## src/rtl/uart_rx_frame_ctrl.sv

```systemverilog
// UART receive frame controller: oversampled start/data/parity/stop framing.
// Optional break detection is enabled by defining UART_RX_BREAK_DET_EN.
module uart_rx_frame_ctrl #(
  parameter int OVERSAMPLE = 8,
  parameter int DATA_WIDTH = 8
) (
  input  logic                  clk,
  input  logic                  rst,
  input  logic                  rx_in,
  input  logic                  par_en,
  input  logic                  par_type,
  input  logic                  parity_error,
  output logic [DATA_WIDTH-1:0] data_bits,
  output logic                  parity_bit,
  output logic                  par_chk_en,
  output logic                  par_type_out,
  output logic                  data_valid,
  output logic                  par_err,
`ifdef UART_RX_BREAK_DET_EN
  output logic                  stop_err,
  output logic                  break_det
`else
  output logic                  stop_err
`endif
);

  localparam int EW = $clog2(OVERSAMPLE);
  localparam int BW = (DATA_WIDTH > 1) ? $clog2(DATA_WIDTH) : 1;

  localparam logic [EW-1:0] E_LAST = EW'(OVERSAMPLE - 1);
  localparam logic [EW-1:0] E_V0   = EW'(OVERSAMPLE / 2 - 1);
  localparam logic [EW-1:0] E_V1   = EW'(OVERSAMPLE / 2);
  localparam logic [EW-1:0] E_V2   = EW'(OVERSAMPLE / 2 + 1);
  localparam logic [EW-1:0] E_CAP  = EW'(OVERSAMPLE / 2 + 2);
  localparam logic [BW-1:0] B_LAST = BW'(DATA_WIDTH - 1);

  typedef enum logic [2:0] {
    IDLE,
    START,
    DATA,
    PARITY,
`ifdef UART_RX_BREAK_DET_EN
    STOP,
    BREAK_WAIT
`else
    STOP
`endif
  } state_t;

  state_t                  state_q, state_d;
  logic [EW-1:0]           edge_q, edge_d;
  logic [BW-1:0]           bit_q, bit_d;
  logic [1:0]              vote_q, vote_d;
  logic                    samp_q, samp_d;
  logic [DATA_WIDTH-1:0]   data_q, data_d;
  logic                    pbit_q, pbit_d;
  logic                    pen_q, pen_d;
  logic                    ptype_q, ptype_d;
  logic                    perr_q, perr_d;
  logic                    serr_q, serr_d;
  logic                    sync1_q, rx_s_q;
  logic                    edge_last;
  logic                    maj;
`ifdef UART_RX_BREAK_DET_EN
  logic                    brk_cond;
`endif

  // Two-flop synchroniser; idles high so reset does not look like a start bit
  always_ff @(posedge clk) begin
    if (rst) begin
      sync1_q <= 1'b1;
      rx_s_q  <= 1'b1;
    end else begin
      sync1_q <= rx_in;
      rx_s_q  <= sync1_q;
    end
  end

  assign edge_last = (edge_q == E_LAST);
  assign maj = (vote_q[0] & vote_q[1]) |
               (vote_q[0] & rx_s_q) |
               (vote_q[1] & rx_s_q);

`ifdef UART_RX_BREAK_DET_EN
  assign brk_cond = (data_q == '0) && !(pen_q && pbit_q) && !samp_q;
`endif

  always_comb begin
    state_d    = state_q;
    edge_d     = edge_q;
    bit_d      = bit_q;
    vote_d     = vote_q;
    samp_d     = samp_q;
    data_d     = data_q;
    pbit_d     = pbit_q;
    pen_d      = pen_q;
    ptype_d    = ptype_q;
    perr_d     = perr_q;
    serr_d     = serr_q;
    par_chk_en = 1'b0;
    data_valid = 1'b0;
`ifdef UART_RX_BREAK_DET_EN
    break_det  = 1'b0;
`endif

    if (state_q == IDLE) begin
      edge_d = '0;
    end else begin
      edge_d = edge_last ? '0 : edge_q + 1'b1;
      if (edge_q == E_V0) vote_d[0] = rx_s_q;
      if (edge_q == E_V1) vote_d[1] = rx_s_q;
      if (edge_q == E_V2) samp_d = maj;
    end

    unique case (state_q)
      IDLE: begin
        if (!rx_s_q) begin
          state_d = START;
          perr_d  = 1'b0;
          serr_d  = 1'b0;
          pen_d   = par_en;
          ptype_d = par_type;
        end
      end
      START: begin
        if (edge_last) begin
          if (samp_q) begin
            state_d = IDLE;
          end else begin
            state_d = DATA;
            bit_d   = '0;
          end
        end
      end
      DATA: begin
        if (edge_last) begin
          data_d[bit_q] = samp_q;
          if (bit_q == B_LAST) begin
            state_d = pen_q ? PARITY : STOP;
          end else begin
            bit_d = bit_q + 1'b1;
          end
        end
      end
      PARITY: begin
        if (edge_q == E_CAP) pbit_d = samp_q;
        if (edge_last) begin
          par_chk_en = 1'b1;
          perr_d     = parity_error;
          state_d    = STOP;
        end
      end
      STOP: begin
        if (edge_last) begin
          serr_d     = ~samp_q;
          data_valid = samp_q & ~perr_q;
          state_d    = IDLE;
`ifdef UART_RX_BREAK_DET_EN
          if (brk_cond) begin
            break_det = 1'b1;
            state_d   = BREAK_WAIT;
          end
`endif
        end
      end
`ifdef UART_RX_BREAK_DET_EN
      BREAK_WAIT: begin
        if (rx_s_q) state_d = IDLE;
      end
`endif
      default: state_d = IDLE;
    endcase
  end

  always_ff @(posedge clk) begin
    if (rst) begin
      state_q <= IDLE;
      edge_q  <= '0;
      bit_q   <= '0;
      vote_q  <= '0;
      samp_q  <= 1'b0;
      data_q  <= '0;
      pbit_q  <= 1'b0;
      pen_q   <= 1'b0;
      ptype_q <= 1'b0;
      perr_q  <= 1'b0;
      serr_q  <= 1'b0;
    end else begin
      state_q <= state_d;
      edge_q  <= edge_d;
      bit_q   <= bit_d;
      vote_q  <= vote_d;
      samp_q  <= samp_d;
      data_q  <= data_d;
      pbit_q  <= pbit_d;
      pen_q   <= pen_d;
      ptype_q <= ptype_d;
      perr_q  <= perr_d;
      serr_q  <= serr_d;
    end
  end

  assign data_bits    = data_q;
  assign parity_bit   = pbit_q;
  assign par_type_out = ptype_q;
  assign par_err      = perr_q;
  assign stop_err     = serr_q;

endmodule

```

## config.mk

```make
export PLATFORM = sky130hd
export DESIGN_NAME = uart_rx_frame_ctrl
export DESIGN_NICKNAME = d
export VERILOG_FILES = /design/src/rtl/uart_rx_frame_ctrl.sv
export SDC_FILE = /design/constraint.sdc
export NUM_CORES = 1
export LEC_CHECK = 0
export CAP_MARGIN = 20
export CORE_ASPECT_RATIO = 0.9
export CORE_MARGIN = 3
export CORE_UTILIZATION = 35
export DETAILED_ROUTE_END_ITERATION = 10
export SKIP_LAST_GASP = 1
export SYNTH_ARGS = -nofsm -noshare
export SYNTH_HDL_FRONTEND = slang
export SYNTH_SLANG_ARGS = --single-unit
```

## constraint.sdc

```tcl
create_clock -name clk -period 1.51 [get_ports clk]
set_input_delay 0.2265 -clock clk [delete_from_list [all_inputs] [get_ports clk]]
set_output_delay 0.2265 -clock clk [all_outputs]
set_load 0.005 [all_outputs]
```

**Word-level counts from Yosys, hierarchy flattened**

Cells that the tools add are included.
Widths: inputs -> output; s select.

- Bits in registers: 27
- Bits of input ports: 6
- Output and inout bits: 14
- Logic and storage cells: 88

- Add/sub/neg operators: 2
- Magnitude comparators: 2
- Equal/unequal tests: 18
- Multiplexer cells: 26
- Bitwise logic cells: 10
- Reductions and logical operators: 16

Operators with widths:

| operator | number |
|---|---|
| $mux 3 | 11 |
| $eq 3x3->1 const B | 6 |
| $ne 2x2->1 const B | 8 |
| $pmux 3 s5 | 1 |
| $reduce_and 2->1 | 6 |
| $eq 3x2->1 const B | 3 |
| $bwmux 8 | 1 |
| $mux 1 | 8 |
| $add 3x1->3 const B | 2 |
| $pmux 3 s2 | 1 |
| $reduce_and 3->1 | 2 |
| $reduce_and 6->1 | 1 |
| $reduce_bool 2->1 | 3 |
| $reduce_and 5->1 | 1 |
| $and 1x1->1 | 4 |
| $lt 3x4->1 const B | 1 |
| $not 1->1 | 4 |
| $pmux 1 s2 | 2 |
| $demux 1 s3 | 1 |
| $eq 3x1->1 const B | 1 |
| $ge 3x1->1 const B | 1 |
| $logic_not 3->1 | 1 |
| $reduce_or 3->1 | 1 |
| $mux 2 | 1 |
| 2 further kinds | 3 |

**Logic depth before layout (Yosys ltp)**

Gate-level depths: netlist of run 1.

- Depth after elaboration: 5
- Mapped depth: 7

**Worst setup path before layout of run 1**

Ideal clock, no wire load.

- Kind: register to register
- Start point: reg edge_q[0]
- End point: reg data_q[7] (netlist: data_bits[7])
- Setup time: 0.128 ns
- Arrival: 1.500 ns
- Required time: 1.382 ns
- Setup slack: -0.117 ns
- Stages on the path, launching flop included: 8
- Buffers on the path: 1
- Period minus slack after synthesis: 1.627 ns
- Path through: dfxtp_1 -> ha_1 -> ha_1 -> buf_2 -> and4bb_2 -> nand4_1 -> mux2i_1 -> nor2_1

- Word-level cells in the longest chain between the ends: 2

RTL lines:

| element | RTL line | RTL |
|---|---|---|
| from (decl) | 51 | `logic [EW-1:0] edge_q, edge_d;` |
| from (signal assigned) | 190 | `edge_q <= edge_d;` |
| $eq 3x3->1 | 79 | `assign edge_last = (edge_q == E_LAST);` |
| $reduce_and 2->1 (no line) | - |  |
| to (signal assigned) | 194 | `data_q <= data_d;` |
| to (decl) | 55 | `logic [DATA_WIDTH-1:0] data_q, data_d;` |

Every way passes these cells.
A chain may end at the register's enable or synchronous reset.

**Worst setup path in the final report of run 1**

- Start point: reg edge_q[0]
- End point: reg data_q[1] (netlist: data_bits[1])

The elaborated chain is that of the path after synthesis.

==> results of run 1 <==
-- stage by stage --
stage	hold slack [ns]	setup TNS (ns)
global route	0.437	-1.60
CTS	0.430	-0.592
finish	0.424	-0.575
floorplan	0.303	0
global placement	0.394	-1.25
detailed placement	0.406	-1.55
-- cells in the final DEF (no fill, tap or decap), drive strengths merged, types with 2 or more instances in the layout --
master	count
clkbuf	3
dfxtp	27
nand4b	2
mux2i	12
nor3	3
clkdlybuf4s50	17
nor4b	2
inv	5
nand3	6
nor2b	2
nor2	24
o21ai	6
nand2	11
nand4	2
or2	2
a21oi	6
nor3b	3
buf	31
ha	8
or4	3
-- worst max path at each step --
stage | end | slack (ns) | cells after the start
final | data_bits[1]$_SDFFE_PP0P_ | -0.09 | 7
after global routing | data_bits[1]$_SDFFE_PP0P_ | -0.19 | 7
after CTS | data_valid | -0.09 | 5
after detailed placement | data_valid | -0.27 | 5
after global placement | data_valid | -0.21 | 5
after floorplan | bit_q[0]$_SDFFE_PP0P_ | 0.001 | 6
-- area by class of cell --
type	count	area, um2
Clock buffer	3	41.3
Clock inverter	1	7.51
Fill cell	308	1570
Inverter	5	18.8
Multi-Input combinational cell	104	858
Sequential cell	27	544
Tap cell	44	55.1
Timing Repair Buffer	48	405
-- metal layers --
| layer | wire length, um | vias to the layer above | GRT usage, % |
|---|---|---|---|
| met1 | 1410 | 582 | 17.8 |
| met2 | 1780 | 29 | 27.1 |
| met4 | 37 | 0 | 3.76 |
| met5 | 0 | - | 0 |
| met3 | 119 | 4 | 3.77 |
| li1 | - | 587 | - |
-- power breakdown --
part	switching [mW]	internal, mW
Clock	0.233	0.188
Sequential	0.00578	0.718
Combinational	0.0383	0.0372
Total	0.277	0.943
-- state kept, by name (all words and copies together) (netlist names) --
signal and flops:
bit_q 3, data_bits 8, edge_q 3, par_err 1
par_type_out 1, parity_bit 1, pen_q 1, rx_s_q 1
samp_q 1, state_q 3, stop_err 1, sync1_q 1
vote_q 2
-- critical path, cell delays in order (launching register included) --
cell	delay, ns
dfxtp_2	0.37
ha_4	0.15
ha_4	0.14
buf_6	0.11
nand4bb_4	0.18
nor4b_4	0.28
mux2i_1	0.22
nor2_1	0.06
-- repair_timing --
action,in CTS,in global routing
setup endpoints to repair,12,20
buffers inserted,3,2
gates resized for setup,21,17
pin swaps,8,4
-- logic make-up (layout without fill, tap and decap cells) --
kind of cell             after synthesis  in the layout  share of synthesized area [%]
AND/OR/NAND/NOR                       66             66                           27.6
multiplexers                          13             13                           9.95
buffers and inverters                 16             57                           5.88
AO/OA/AOI/OAI                         16             16                           7.30
adder cells (fa/ha/maj)                9              9                           8.34
flip-flops                            27             27                           40.9
==> results_dict.tcl, run 1 <==
set metrics [dict create \
    status "finished, violations left" \
    violations "negative setup slack" \
    irDropWorstVdd_v 0.000521 \
    synth_ff_type "dfxtp_1" \
    clock_latency_ns 0.28 \
    final_cells 232 \
    power.total_mw 1.22 \
    endpoint_kind "register" \
    pre_cts_ws_ns -0.267 \
    wire_per_inst_um 14.4 \
    drtAntennaViolNets 0 \
    worst_slack_ns -0.0931 \
    cts_buffers 3 \
    setup_violations 10 \
    drt_iter0_drc 69 \
    antenna_found_initial 0 \
    fin_crit_ns 1.60 \
    rr_worst_depth 7 \
    clockRootBuffer "clkbuf_8" \
    placed_cell_area_um2 1720 \
    fmax_ghz 0.624 \
    rrSetupSlack_ns -0.09 \
    ys_seq_area_share_pct 40.9 \
    async_flop_share_pct 0 \
    path_max_fanout 4 \
    cellPowerDensity_nw_per_um2 632 \
    pin_count 20 \
    ys_ff_latch 27 \
    ys_types 34 \
    syn_inst 147 \
    clock_skew_ns 0.00368 \
    cts_max_level 1 \
    grt_pass1_vias 1181 \
    drive_above_1_share_pct 36.2 \
    cp.required_ns 1.69 \
    start_kind "register" \
    dieHeight_um 64.3 \
    synth_common_cells "dfxtp_1, nor2_1, mux2i_1, nand2_1, ha_1" \
    avgSynthCellArea_um2 8.98 \
    design_area_um2 1930 \
    area_growth_pct 46.3 \
    yosysMostFrequentCell "dfxtp_1" \
    dr.pass1.iters 4 \
    via_per_inst 5.18 \
    ctsHoldBuffers 0 \
    nNetsFinal 203 \
    synth_nets 161 \
    maxSlewHeadroom_pct 74.1 \
    whs_path_depth 1 \
    routed_wl_mm 3.35 \
    synth_top_area_share_pct 40.9 \
    cts_sinks 27 \
    clk_pin_slew_ns 0.09 \
    grt_pass1_wl_mm 5.45 \
    crit_type "register to register" \
    drcViolationCount 0 \
    startpoint "edge_q[0]$_SDFF_PP0_" \
    grt_usage_pct 15.1 \
    r2r-end "data_bits[1]$_SDFFE_PP0P_" \
    yosysWarnings 0 \
    synth_top_area_cell "dfxtp_1" \
    leakagePower_nw 0.716 \
    dp_hpwl_mm 2.25 \
    die_area_um2 4550 \
    final_util_pct 55.1 \
    synth.cell_area_um2 1320 \
    rsz0062_at_grt "yes" \
    hold_path.class "register to register" \
    n_antenna_cell 0 \
    cts_tree "yes" \
    drv_slew 0 \
    fp-row-count 20 \
    die_x_um 70.7 \
    portBuffers 19 \
    gp_congestion 0.831 \
    cap_violations 0 \
    via_count 1202 \
    grt_remaining_overflow 0 \
    placedCellCount 223 \
    synth_edf_count 0 \
    worst_pin_slew_ns 0.387 \
    grt_max_degree 17 \
    min_period_over_period_pct 106 \
    min_to "rx_s_q$_SDFF_PP1_" \
    synthTopCellsByArea "dfxtp_1, mux2i_1, ha_1" \
    hold_start "sync1_q$_SDFF_PP1_" \
    finalHoldViolations 0 \
    critPathArrivalTime_ns 1.79 \
    core_um2 3500 \
    reg2reg_from "edge_q[0]$_SDFF_PP0_" \
    start_util_pct 37.7 \
    cts_buffer_depth 2 \
]
Power figures use the tool's default switching activity.
==> run 2: changes to the inputs <==
- CORE_UTILIZATION: 35 -> 47
- PLACE_DENSITY: default -> 0.74
==> results_dict.tcl, run 2 (synthesis gave the netlist of run 1 again) <==
set metrics [dict create \
    grt_pass1_vias 1122 \
    finalHoldViolations 0 \
    crit_type "register to output port" \
    min_to "rx_s_q$_SDFF_PP1_" \
    n_antenna_cell 0 \
    setup_violations 10 \
    clock_latency_ns 0.33 \
    dr.pass1.iters 4 \
    reg2reg_from "bit_q[0]$_SDFFE_PP0P_" \
    start_util_pct 51.7 \
    ctsHoldBuffers 0 \
    largest_reg_flops 8 \
    drt_iter0_drc 61 \
    cts_sinks 27 \
    placed_cell_area_um2 1680 \
    seq_area_um2 547 \
    fin_crit_ns 1.63 \
    whs_path_depth 1 \
    clk_pin_slew_ns 0.14 \
    die_x_um 61.9 \
    hold_path.class "register to register" \
    maxSlewHeadroom_pct 79.9 \
    pin_count 20 \
    min_period_over_period_pct 108 \
    cap_violations 0 \
    design_area_um2 1880 \
    drtAntennaViolNets 0 \
    r2r-end "bit_q[1]$_SDFFE_PP0P_" \
    leakagePower_nw 0.684 \
    core_um2 2550 \
    status "finished, violations left" \
    area_growth_pct 42.7 \
    grt_max_degree 17 \
    violations "negative setup slack" \
    dp_hpwl_mm 2.08 \
    cts_max_level 1 \
    drv_slew 0 \
    final_util_pct 73.8 \
    power.total_mw 1.11 \
    wire_per_inst_um 14.9 \
    rr_worst_depth 6 \
    portBuffers 19 \
    cts_tree "yes" \
    cellPowerDensity_nw_per_um2 587 \
    routed_wl_mm 3.15 \
    via_per_inst 5.60 \
    path_max_fanout 4 \
    grt_pass1_wl_mm 5.04 \
    via_count 1181 \
    rsz0062_at_grt "yes" \
    hold_start "sync1_q$_SDFF_PP1_" \
    clock_skew_ns 0.00262 \
    layout_common_cells "nor2_1, dfxtp_1, buf_4" \
    grt_usage_pct 18.7 \
    antenna_found_initial 0 \
    cts_buffer_depth 2 \
    fill_cells 196 \
    rrSetupSlack_ns -0.12 \
    pre_cts_ws_ns -0.222 \
    drcViolationCount 0 \
    irDropWorstVdd_v 0.000485 \
    start_kind "register" \
    worst_slack_ns -0.121 \
    cts_buffers 3 \
    endpoint_kind "output port" \
    grt_remaining_overflow 0 \
    fmax_ghz 0.613 \
    clockRootBuffer "clkbuf_4" \
    multi_input_area_um2 885 \
    cp.required_ns 1.28 \
    drive_above_1_share_pct 35.0 \
    nNetsFinal 198 \
    critPathArrivalTime_ns 1.40 \
    die_area_um2 3480 \
    dieHeight_um 56.3 \
    worst_pin_slew_ns 0.301 \
    gp_congestion 0.833 \
    fp-row-count 17 \
]
run 2: cell count changes in the layout (fill, tap and decap cells not counted), sizes merged:
| cell | before | now |
|---|---|---|
| clkbuf | 3 | 4 |
| buf | 31 | 26 |
| clkinvlp | 1 | 0 |
run 2: worst max-delay path: stages, from the launching register on:
cell and delay, ns:
dfxtp_2 0.38, ha_4 0.15, ha_4 0.15, nand3_2 0.11
nor3b_2 0.16, buf_2 0.13
run 2: how the worst max path moves through the flow:
stage | slack, ns | cells past startpoint | to | startpoint
final | -0.12 | 5 | data_valid | edge_q[1]$_SDFF_PP0_
after global routing | -0.20 | 7 | bit_q[2]$_SDFFE_PP0P_ | edge_q[1]$_SDFF_PP0_
after CTS | -0.12 | 5 | data_valid | edge_q[1]$_SDFF_PP0_
after detailed placement | -0.22 | 5 | data_valid | edge_q[1]$_SDFF_PP0_
after global placement | -0.20 | 5 | data_valid | edge_q[1]$_SDFF_PP0_
after floorplan | 0.001 | 6 | bit_q[0]$_SDFFE_PP0P_ | bit_q[0]$_SDFFE_PP0P_
run 2: power breakdown:
group	internal (mW)	switching (mW)	total, mW	leakage, nW
registers	0.719	0.00612	0.725	0.221
logic	0.0325	0.0341	0.0665	0.448
clock network	0.104	0.210	0.314	0.0150
total	0.855	0.250	1.11	0.684
run 2: repair_timing:
| item | in CTS | in global routing |
|---|---|---|
| setup endpoints to repair | 15 | 23 |
| pin swaps | 9 | 6 |
| buffers inserted | 4 | 0 |
| endpoints found under the hold margin | 0 | 0 |
| resized for setup | 28 | 16 |
| gates cloned | 0 | 0 |
run 2: per-stage QoR:
stage	TNS, ns	hold slack, ns	cells
2_1_floorplan	0	0.303	147
3_3_place_gp	-0.975	0.393	204
3_5_place_dp	-1.45	0.403	204
4_1_cts	-0.790	0.429	212
5_1_grt	-2.27	0.433	211
6_report	-0.680	0.429	211
run 2: cell type report:
type | instances | share of cell area, %
clock buffers | 4 | 1.40
inverters | 5 | 0.997
repair buffers | 43 | 19.7
multi-input cells | 104 | 47.0
well taps | 28 | 1.86
flip-flops and latches | 27 | 29.0
run 2: metal layers:
layer	vias up	track usage [%]	wire length [um]
met2	37	30.2	1510
met4	0	4.24	52
li1	581	-	-
met3	6	3.91	151
met5	-	0	0
met1	557	25.1	1440
